**src/rtl/sa_step_controller_if.sv**
```systemverilog
// Handshake bundle between top-level control and the systolic-array step sequencer.
interface sa_step_controller_if #(
    parameter int unsigned CNT_W = 4
);
    logic             start;
    logic             stall;
    logic             ready;
    logic             busy;
    logic [CNT_W-1:0] cnt;
    logic             step_valid;
    logic             acc_clr;
    logic             done;

    modport master (
        output start, stall,
        input  ready, busy, cnt, step_valid, acc_clr, done
    );

    modport slave (
        input  start, stall,
        output ready, busy, cnt, step_valid, acc_clr, done
    );
endinterface

```
**src/rtl/sa_step_controller.sv**
```systemverilog
// Step sequencer driving cnt 0..LAST_STEP to the SA MUX-select decoders.
// Optional SA_STEP_CTRL_BACK_TO_BACK_EN: accept start in DONE for back-to-back passes.
module sa_step_controller #(
    parameter int unsigned LAST_STEP = 8,
    parameter int unsigned CNT_W     = 4
) (
    input  logic                 clk,
    input  logic                 rst,
    sa_step_controller_if.slave  bus
);
    typedef enum logic [1:0] {
        IDLE,
        RUN,
        DONE
    } state_t;

    localparam logic [CNT_W-1:0] LAST = CNT_W'(LAST_STEP);

    state_t           state;
    state_t           state_nxt;
    logic [CNT_W-1:0] cnt;
    logic [CNT_W-1:0] cnt_nxt;
    logic             ready;
    logic             busy;
    logic             done;
    logic             step_valid;
    logic             acc_clr;

    always_ff @(posedge clk or posedge rst) begin
        if (rst) begin
            state <= IDLE;
            cnt   <= '0;
        end else begin
            state <= state_nxt;
            cnt   <= cnt_nxt;
        end
    end

    always_comb begin
        state_nxt  = state;
        cnt_nxt    = cnt;
        ready      = 1'b0;
        busy       = 1'b0;
        done       = 1'b0;
        step_valid = 1'b0;
        acc_clr    = 1'b0;
        case (state)
            IDLE: begin
                ready   = 1'b1;
                cnt_nxt = '0;
                if (bus.start) begin
                    state_nxt = RUN;
                end
            end
            RUN: begin
                busy       = 1'b1;
                step_valid = !bus.stall;
                // Gating with stall keeps acc_clr to one pulse per pass.
                acc_clr    = (cnt == '0) && !bus.stall;
                if (!bus.stall) begin
                    if (cnt == LAST) begin
                        state_nxt = DONE;
                        cnt_nxt   = '0;
                    end else begin
                        cnt_nxt = cnt + 1'b1;
                    end
                end
            end
            DONE: begin
                done    = 1'b1;
                cnt_nxt = '0;
`ifdef SA_STEP_CTRL_BACK_TO_BACK_EN
                ready     = 1'b1;
                state_nxt = bus.start ? RUN : IDLE;
`else
                state_nxt = IDLE;
`endif
            end
            default: begin
                state_nxt = IDLE;
                cnt_nxt   = '0;
            end
        endcase
    end

    assign bus.ready      = ready;
    assign bus.busy       = busy;
    assign bus.done       = done;
    assign bus.cnt        = cnt;
    assign bus.step_valid = step_valid;
    assign bus.acc_clr    = acc_clr;
endmodule

```
**src/flat_wrapper.sv**
```systemverilog
// flat-port wrapper written by rule: the top's interface ports become plain ports
module sa_step_controller_flat 
#(
    parameter int unsigned LAST_STEP = 8,
    parameter int unsigned CNT_W     = 4
)
  (clk, rst, bus_start, bus_stall, bus_ready, bus_busy, bus_cnt, bus_step_valid, bus_acc_clr, bus_done);
  sa_step_controller_if #(.CNT_W(CNT_W)) bus_i ();
  input  logic clk;
  input  logic rst;
  input wire logic [$bits(bus_i.start)-1:0] bus_start;
  input wire logic [$bits(bus_i.stall)-1:0] bus_stall;
  output wire logic [$bits(bus_i.ready)-1:0] bus_ready;
  output wire logic [$bits(bus_i.busy)-1:0] bus_busy;
  output wire logic [$bits(bus_i.cnt)-1:0] bus_cnt;
  output wire logic [$bits(bus_i.step_valid)-1:0] bus_step_valid;
  output wire logic [$bits(bus_i.acc_clr)-1:0] bus_acc_clr;
  output wire logic [$bits(bus_i.done)-1:0] bus_done;
  assign bus_i.start = bus_start;
  assign bus_i.stall = bus_stall;
  assign bus_ready = bus_i.ready;
  assign bus_busy = bus_i.busy;
  assign bus_cnt = bus_i.cnt;
  assign bus_step_valid = bus_i.step_valid;
  assign bus_acc_clr = bus_i.acc_clr;
  assign bus_done = bus_i.done;
  sa_step_controller #(.LAST_STEP(LAST_STEP), .CNT_W(CNT_W)) u_core (.clk(clk), .rst(rst), .bus(bus_i));
endmodule
```
**config.mk**
```make
export PLATFORM = sky130hd
export DESIGN_NAME = sa_step_controller_flat
export DESIGN_NICKNAME = d
export VERILOG_FILES = /design/src/rtl/sa_step_controller_if.sv /design/src/rtl/sa_step_controller.sv /design/src/flat_wrapper.sv
export SDC_FILE = /design/constraint.sdc
export NUM_CORES = 1
export LEC_CHECK = 0
export ABC_AREA = 0
export CAP_MARGIN = 20
export CELL_PAD_IN_SITES_DETAIL_PLACEMENT = 2
export CELL_PAD_IN_SITES_GLOBAL_PLACEMENT = 2
export CORE_MARGIN = 2
export CORE_UTILIZATION = 21
export DETAILED_ROUTE_END_ITERATION = 8
export HOLD_SLACK_MARGIN = 0.03
export PLACE_DENSITY_LB_ADDON = 0.1
export SLEW_MARGIN = 20
export SYNTH_ARGS = -nofsm -noshare
export SYNTH_HDL_FRONTEND = slang
export SYNTH_SLANG_ARGS = --single-unit
```
**constraint.sdc**
```tcl
create_clock -name clk -period 1.2 [get_ports clk]
set_input_delay 0.18 -clock clk [delete_from_list [all_inputs] [get_ports clk]]
set_output_delay 0.18 -clock clk [all_outputs]
set_load 0.02 [all_outputs]
```
==> results by group <==
Logic synthesis
  – Asr flop ratio synth: 100%
  – Synth top cells by count: nor2_1, dfrtp_1, inv_1
  – Synth Area in Compound Gates: 14.4%
  – Post-Syn Instances: 40
  – Top FF cell, synth: dfrtp_1
  – Synthesized-area fraction occupied by adder cells: 6.85%
  – Share of the synthesized area in the top cell type: 41.1%
  – Largest family of logic cells by synthesized area: simple AND/OR/NAND/NOR gates
  – Flops & latches, synth: 6
  – Yosys top cell by area: dfrtp_1
  – Simple-gate share of the synthesized area: 27.7%
  – Top post-synthesis cells by area: dfrtp_1, nor2_1, ha_1
  – Netlist cell types: 20
  – Synthesized Nets: 46
  – Synthesized area: 365 sq um
  – Sequential fraction of the synthesis area: 41.1%
  – Syn_area_per_cell: 9.13 sq um
  – Most common cell in the synthesized netlist: nor2_1
  – EDFF count, synth: 0
  – Yosys warnings: 0
  – Synth Area in XOR/XNOR: 0%
  – Mux share of post-synthesis cell area: 2.74%

GRT
  – Gr ovfl total: 0
  – Initial antenna violation count: 0
  – Largest net degree at the start of global routing: 9
  – Global-route wire length before repair: 2.04 mm
  – Vias in the first global route: 434
  – GRT Util Overall: 14.5%

Timing
  – Post-layout minimum cycle time: 1.33 ns
  – Maximum achievable frequency: 753 MHz
  – Setup violators final: 5
  – Hold Slack: 0.165 ns
  – Skew final: 0.00446 ns
  – Slew margin rel.: 81.5%
  – Fin crit share: 111%
  – Actual slew at the worst max-slew pin: 0.278 ns
  – Final Hold Fails: 0
  – Unrepaired setup endpoints after global routing: true
  – Fin Setup TNS: -0.351 ns
  – Smallest setup slack after layout: -0.128 ns
  – Slew Viols, Final: 0

Placement
  – Post-DP HPWL: 952 um
  – RD Place Congestion: 0.783
  – Placed cells: 78
  – Port Buffers: 12
  – Dpl ws: -0.534 ns

Critical path
  – CP arrival: 1.15 ns
  – Worst Path Max Fanout: 2
  – Setup crit start kind: flip-flop
  – CP Class: flip-flop to output pin
  – CP Capture Type: output pin
  – Data required time of the worst path: 1.02 ns

Routing
  – Vias: 388
  – Via/cell ratio: 4.79
  – Routed WL per cell: 15.7 um
  – DRT antenna net count: 0
  – DRT Wirelength: 1.27 mm
  – DRC viols: 0
  – DRT Pass-1 Iters: 2
  – DR iter-0 viols: 1

Power and ir drop
  – Sequential power share: 22.0%
  – Clock share of power: 12.5%
  – Pwr dens: 2480 nW/um^2
  – Logic pwr share: 65.5%
  – Sw Pwr: 0.683 mW
  – Power Internal: 0.889 mW
  – Leak: 0.296 nW
  – VDD IR max: 0.816 mV
  – Sw Ratio: 43.4%

Clock network
  – Setup Buffers After CTS: 0
  – H-tree levels: 1
  – CTS Sinks: 6
  – Hold_buf cts: 0
  – CTS tree: built
  – Clock buffer depth: 2
  – CTS buffer count: 3
  – Clock transition at path regs: 0.05 ns
  – Root buffer cell: clkbuf_4
  – Worst skew pair latency: 0.25 ns

Status
  – Failing checks: negative setup slack
  – Status: complete, but fails checks

Cells and area
  – Final cell count without fillers: 81
  – Share of layout cells above drive strength 1: 56.3%
  – Final net count: 72
  – N_diodes: 0
  – Final Util: 37.6%
  – Area grow syn2layout: 73.6%

Floorplan
  – Die Width: 45.7 um
  – Initial Util: 21.6%
  – Rows: 15
  – I/O pins: 13
  – Die area: 2090 sq um
  – Core ar.: 1690 sq um
  – Die Ht: 45.7 um

Worst hold path
  – Hold crit path type: input pin to async pin

Flow run
  – # Max-Cap Violations: 0
==> worst paths after layout <==
check | from | end | slack [ns] | cells after the start
max | u_core.state[1] | bus_acc_clr | -0.13 | 4
min | rst | u_core.bus.cnt[3] | 0.17 | 2
max reg2reg | u_core.bus.cnt[1] | u_core.state[0] | 0.02 | 6
min reg2reg | u_core.state[1] | u_core.state[0] | 0.54 | 2
max in group asynchronous | rst | u_core.bus.cnt[0] | 0.79 | 2
min in group clk | bus_stall | u_core.state[1] | 0.48 | 3
==> worst max-delay path, cell delays in order, from the launching register on <==
cell,delay [ns]
dfrtp_1,0.37
nand2b_4,0.16
nor2_4,0.08
and3_4,0.18
buf_6,0.11
==> metrics by stage <==
stage                     power, mW  area (sq um)
final                          1.57           634
after global routing           1.72           634
after CTS                      1.54           616
after detailed placement       1.29           582
after global placement         1.23           582
after floorplan               0.797           377
==> routing by layer <==
layer,track usage (%),vias up,share of wire (%)
met3,3.57,6,4.6
met4,6.86,0,2.8
li1,-,180,-
met2,23.9,13,52
met1,17.5,189,41
met5,0,-,0
==> final cells by class <==
class | instances | area (sq um)
multi-input combinational | 29 | 239
fill | 188 | 1050
clock buffer | 3 | 22.5
tap | 17 | 21.3
timing repair buffer | 22 | 184
inverter | 4 | 15.0
sequential | 6 | 153
==> power groups by stage <==
stage	Combinational [mW]	Clock, mW	Sequential, mW
after floorplan	0.348	0	0.449
after global placement	0.906	0	0.321
after detailed placement	0.962	0	0.331
after CTS	1.00	0.204	0.338
after global routing	1.14	0.224	0.357
final	1.03	0.196	0.346
==> cell families after synthesis <==
group / after synthesis
muxes: 1
AOI/OAI and AO/OA: 8
DFF: 6
and+or+nand+nor: 18
adders and majority gates: 2
buffers and inverters: 5
==> registers in the layout, summed over array words and instances (netlist names) <==
signal,flops
u_core.bus.cnt,4
u_core.state,2
==> layout by cell type (no fill, tap or decap), drive strengths merged <==
cell            n
and3            1
clkbuf          3
nand3b          1
a211oi          1
nor2b           1
nor3            1
dlygate4sd2     1
a21boi          1
ha              2
inv             4
and4bb          1
buf            19
nand2           3
mux2i           1
o21ai           2
dfrtp           6
nand2b          2
a211o           1
nor2            8
a21oi           3
clkdlybuf4s50   2
==> what timing repair did <==
item / in CTS / in global routing
resized for setup: 53 / 6
setup endpoints to repair: 12 / 8
pin swaps: 2 / 2
cloned: 0 / 0
(Power assumes the default switching activity.)
